[src/rtl/mad_io_port.sv]
// rtl/mad_io_port.sv - buffered host/processor I/O port with input-arrival interrupt
module mad_io_port #(
  parameter int WIDTH = 16,
  parameter int DEPTH = 4
) (
  input  logic             Clk,
  input  logic             Rst,
  input  logic [WIDTH-1:0] HostInData,
  input  logic             HostInValid,
  output logic             HostInReady,
  output logic [WIDTH-1:0] CpuIn,
  input  logic             CpuInRd,
  input  logic [WIDTH-1:0] CpuOut,
  input  logic             CpuOutWr,
  output logic [WIDTH-1:0] HostOutData,
  output logic             HostOutValid,
  input  logic             HostOutRd,
  output logic             Int,
  output logic             InUnderflow,
  output logic             OutOverflow
);
  localparam int AW = $clog2(DEPTH);
  localparam int CW = AW + 1;
  localparam logic [CW-1:0] FULL_CNT = CW'(DEPTH);

  typedef enum logic {IDLE, PULSE} int_state_e;

  logic [WIDTH-1:0] in_mem_q  [DEPTH];
  logic [WIDTH-1:0] out_mem_q [DEPTH];
  logic [AW-1:0]    in_rd_q, in_rd_d, in_wr_q, in_wr_d;
  logic [AW-1:0]    out_rd_q, out_rd_d, out_wr_q, out_wr_d;
  logic [CW-1:0]    in_cnt_q, in_cnt_d, out_cnt_q, out_cnt_d;
  logic             in_uf_q, in_uf_d, out_of_q, out_of_d;
  int_state_e       state_q, state_d;

  logic in_empty, in_push, in_pop;
  logic out_empty, out_full, out_push, out_pop;

  assign in_empty    = (in_cnt_q == '0);
  assign HostInReady = (in_cnt_q != FULL_CNT);
  assign in_push     = HostInValid & HostInReady;
  assign in_pop      = CpuInRd & ~in_empty;

  // A write into a full output FIFO is still taken when the host frees a slot that same cycle.
  assign out_empty = (out_cnt_q == '0);
  assign out_full  = (out_cnt_q == FULL_CNT);
  assign out_pop   = HostOutRd & ~out_empty;
  assign out_push  = CpuOutWr & (~out_full | HostOutRd);

  assign CpuIn        = in_empty  ? '0 : in_mem_q[in_rd_q];
  assign HostOutData  = out_empty ? '0 : out_mem_q[out_rd_q];
  assign HostOutValid = ~out_empty;
  assign InUnderflow  = in_uf_q;
  assign OutOverflow  = out_of_q;

  always_comb begin
    in_rd_d   = in_rd_q + AW'(in_pop);
    in_wr_d   = in_wr_q + AW'(in_push);
    in_cnt_d  = in_cnt_q + CW'(in_push) - CW'(in_pop);
    out_rd_d  = out_rd_q + AW'(out_pop);
    out_wr_d  = out_wr_q + AW'(out_push);
    out_cnt_d = out_cnt_q + CW'(out_push) - CW'(out_pop);
    in_uf_d   = in_uf_q | (CpuInRd & in_empty);
    out_of_d  = out_of_q | (CpuOutWr & ~out_push);
  end

  // Interrupt only on the empty -> non-empty transition; draining to empty re-arms it.
  always_comb begin
    state_d = state_q;
    Int     = 1'b0;
    case (state_q)
      IDLE: begin
        if (in_push && in_empty) state_d = PULSE;
      end
      PULSE: begin
        Int     = 1'b1;
        state_d = IDLE;
      end
      default: state_d = IDLE;
    endcase
  end

  always_ff @(posedge Clk) begin
    if (Rst) begin
      in_rd_q   <= '0;
      in_wr_q   <= '0;
      in_cnt_q  <= '0;
      out_rd_q  <= '0;
      out_wr_q  <= '0;
      out_cnt_q <= '0;
      in_uf_q   <= 1'b0;
      out_of_q  <= 1'b0;
      state_q   <= IDLE;
    end else begin
      in_rd_q   <= in_rd_d;
      in_wr_q   <= in_wr_d;
      in_cnt_q  <= in_cnt_d;
      out_rd_q  <= out_rd_d;
      out_wr_q  <= out_wr_d;
      out_cnt_q <= out_cnt_d;
      in_uf_q   <= in_uf_d;
      out_of_q  <= out_of_d;
      state_q   <= state_d;
    end
  end

  always_ff @(posedge Clk) begin
    if (!Rst && in_push)  in_mem_q[in_wr_q]   <= HostInData;
    if (!Rst && out_push) out_mem_q[out_wr_q] <= CpuOut;
  end

endmodule

[config.mk]
export PLATFORM = sky130hd
export DESIGN_NAME = mad_io_port
export DESIGN_NICKNAME = d
export VERILOG_FILES = /design/src/rtl/mad_io_port.sv
export SDC_FILE = /design/constraint.sdc
export NUM_CORES = 1
export LEC_CHECK = 0
export ABC_AREA = 1
export CAP_MARGIN = 20
export CORE_MARGIN = 1
export CORE_UTILIZATION = 24
export DETAILED_ROUTE_END_ITERATION = 8
export PLACE_DENSITY = 0.48
export SYNTH_ARGS = -nofsm -noshare
export SYNTH_HDL_FRONTEND = slang
export SYNTH_SLANG_ARGS = --single-unit
[constraint.sdc]
create_clock -name Clk -period 4.9 [get_ports Clk]
set_clock_uncertainty 0.15 [all_clocks]
set_input_delay 0.98 -clock Clk [delete_from_list [all_inputs] [get_ports Clk]]
set_output_delay 0.98 -clock Clk [all_outputs]
set_load 0.1 [all_outputs]
==> PnR_summary.wiki <==
{| class="wikitable"
! Metric !! Value
|-
| Main flop type after synthesis || sky130_fd_sc_hd__edfxtp_1
|-
| Leak pwr || 2.661 nW
|-
| Met1 track utilization from global routing || 13.00%
|-
| EDFF count, synth || 128
|-
| Post-layout utilization of the core || 31.01%
|-
| Maximum number of pins on one net before global-route repair || 34
|-
| Max-cap viol count || 0
|-
| Via count of the first global-routing pass || 3751
|-
| CTS sink count || 145
|-
| Standard-cell row count || 57
|-
| Run status || complete, no violations
|-
| Number of post-CTS setup repair buffers || 0
|-
| Setup WS post-layout || 866.1 ps
|-
| Clock slew at the register clock pins of the worst setup and hold paths || 60 ps
|-
| Antenna violations before repair || 0
|-
| Maximum buffer depth of the clock tree || 2
|-
| Crit. End Element || output port
|-
| Fin crit share || 82.32%
|-
| Compound-Gate Fraction of Synth Area || 9.052%
|-
| Clock tree root driver cell || sky130_fd_sc_hd__clkbuf_16
|-
| Worst skew pair latency || 420 ps
|-
| Number of storage elements in the synthesis netlist || 145
|-
| Minimum setup slack after placement || 1290 ps
|-
| Initial cell density of the core || 24.40%
|-
| Wire length after detailed routing || 13050 µm
|-
| Parity-gate share of the synthesized area counting xor and xnor cells || 0.5922%
|-
| Vias after detailed routing || 3803
|-
| Minimum clock period after layout || 4034 ps
|-
| Yosys warnings || 0
|-
| HPWL after detailed placement || 8243 µm
|-
| Slew Limit Headroom || 30.91%
|-
| Setup repair after global routing missed its margin || no
|-
| Filler-free cell count of the finished design || 916
|-
| Core area || 0.02425 mm²
|-
| Type of origin of the critical path || flop
|-
| Synth Area in Simple Gates || 12.75%
|-
| Share of synthesized cell area in full adder, half adder and majority cells || 1.523%
|-
| CTS tree || built
|-
| Residual DRC count || 0
|-
| Tightest Pin Transition || 1035 ps
|-
| CP Max Fanout || 33
|-
| Count of unique library cells instantiated by Yosys || 26
|-
| Top cells by area, synth || sky130_fd_sc_hd__edfxtp_1, sky130_fd_sc_hd__nor2_1, sky130_fd_sc_hd__dfxtp_1
|-
| Final-stage net count || 624
|-
| Synthesized Nets || 542
|-
| Dominant combinational cell family by area after synthesis || simple AND/OR/NAND/NOR gates
|-
| Cell Pwr Density || 701.6 mW/mm²
|-
| Die footprint || 0.02528 mm²
|-
| I/O Buffers || 74
|-
| Max Clk Rate || 247.9 MHz
|-
| Overall track demand over capacity in global routing || 10.60%
|-
| Via-per-instance ratio || 4.152
|-
| Placer congestion estimate || 0.7451
|-
| Total CTS buffers || 17
|-
| Depth of the CTS H-tree || 4
|-
| Fillers || 2419
|-
| Worst VDD drop || 0.0004456 V
|-
| CTS hold repair buffers || 0
|-
| Fraction of post-synthesis cell area in the top cell type by area || 64.97%
|-
| Pins over their slew limit || 0
|-
| Wire length of the first global-routing pass || 20260 µm
|-
| Number of iterations in the first detailed-routing pass || 5
|-
| Finish-stage setup viols || 0
|-
| Avg WL per Cell || 14.25 µm
|-
| Congestion Overflow GR || 0
|-
| Setup tns final || 0 ps
|-
| Vertical extent of the die || 159 µm
|-
| Cells after DPL || 885
|-
| Diode insertion count for antenna repair || 0
|-
| Global routing usage on met2 || 17.38%
|-
| Share of async-settable or async-resettable flops after synthesis || 0%
|-
| Path category of the worst min-delay check || reg2reg
|-
| Critical path class || reg2out
|-
| Commonest cells in the netlist || sky130_fd_sc_hd__nor2_1, sky130_fd_sc_hd__edfxtp_1, sky130_fd_sc_hd__o21ai_1, sky130_fd_sc_hd__a21oi_1, sky130_fd_sc_hd__nand2_1
|-
| Multiplexer share of the synthesized area || 0%
|-
| Cell area after synthesis || 0.005916 mm²
|-
| M3 GR Usage || 3.777%
|-
| Post-CTS Resized || 0
|-
| Required time worst endpoint || 3770 ps
|-
| Arrival @ worst endpoint || 2900 ps
|-
| Sequential share of the synthesized area || 70.73%
|-
| Area growth from synthesis to layout || 27.09%
|-
| Iteration-0 DRC Markers || 196
|-
| Horizontal extent of the die || 159 µm
|-
| Total count of hold-check failures in the final report || 0
|-
| Biggest area consumer among synthesized cells || sky130_fd_sc_hd__edfxtp_1
|-
| Power Total || 5.275 mW
|-
| Grt peak-use layer || met2
|-
| Most frequent cell after synthesis || sky130_fd_sc_hd__nor2_1
|-
| Number of placed I/O pins || 75
|-
| Mean Syn Cell Area || 11.88 µm²
|-
| Mapped Cells || 498
|-
| Ratio of cells with drive above 1 in the final layout || 13.85%
|-
| Final ANT Viol Nets || 0
|}
registers in the layout (all words and copies together), names as in the netlist, 2 cells and up:
name	cells
out_cnt_q	3
out_wr_q	2
in_cnt_q	3
in_rd_q	2
in_mem_q	64
out_rd_q	2
out_mem_q	64
in_wr_q	2
path summary, 6_finish.rpt:
kind	from	to	slack, ps	depth (start not counted)
max reg2reg	in_cnt_q[1]	in_cnt_q[2]	2910	9
min reg2reg	state_q	state_q	260	1
max	out_rd_q[0]	HostOutData[11]	870	5
min	state_q	state_q	260	1
critical path, cell delays in order, from the launching register on:
cell	delay, ps
sky130_fd_sc_hd__dfxtp_1	450
sky130_fd_sc_hd__buf_4	290
sky130_fd_sc_hd__inv_4	260
sky130_fd_sc_hd__o21ai_0	140
sky130_fd_sc_hd__a21oi_1	170
sky130_fd_sc_hd__clkdlybuf4s50_1	1160
cell families after synthesis:
logic type / after synthesis
adder cells (fa/ha/maj): 6
AND/OR/NAND/NOR: 189
AO/OA/AOI/OAI: 104
flip-flops: 145
buffers and inverters: 50
XOR/XNOR: 4
metal layers:
layer | up-vias | wire [µm]
met4 | 0 | 138
met2 | 93 | 6216
met1 | 1817 | 5947
li1 | 1881 | -
met5 | - | 0
met3 | 12 | 748
cell type report:
class | instances | area [µm²] | area share [%]
Sequential cell | 145 | 4184 | 55.65
Multi-Input combinational cell | 303 | 1415 | 18.82
Clock buffer | 18 | 429.2 | 5.708
Clock inverter | 13 | 210.2 | 2.796
Inverter | 27 | 113.9 | 1.514
Timing Repair Buffer | 86 | 760.7 | 10.12
Tap cell | 324 | 405.4 | 5.392
stage by stage:
| stage | hold WS (ps) | area (µm²) |
|---|---|---|
| floorplan | 343.3 | 5916 |
| global placement | 259.3 | 6879 |
| detailed placement | 264.3 | 6879 |
| CTS | 273.0 | 7518 |
| global route | 287.9 | 7518 |
| finish | 263.1 | 7518 |
placed cells by master (no fill, tap or decap), drive strengths merged, types with 2 or more instances in the layout:
master,Yosys,layout
clkinvlp,0,2
nor2,151,151
clkinv,0,4
nand3,6,6
a21oi,37,37
inv,27,29
bufinv,0,5
nand4,3,3
clkdlybuf4s50,0,46
edfxtp,128,128
ha,4,4
dfxtp,17,17
buf,19,40
xnor2,3,3
nand2,29,29
fa,2,2
clkbuf,4,18
o21ai,65,65
where the power goes:
group	leakage, nW	internal, mW	switching (mW)	total, mW
clock	0.307	0.902	0.490	1.39
sequential	1.30	1.45	0.0835	1.53
combinational	1.05	0.477	1.87	2.35
total	2.66	2.83	2.45	5.27
Note: power is estimated with default switching activity, not from simulation.
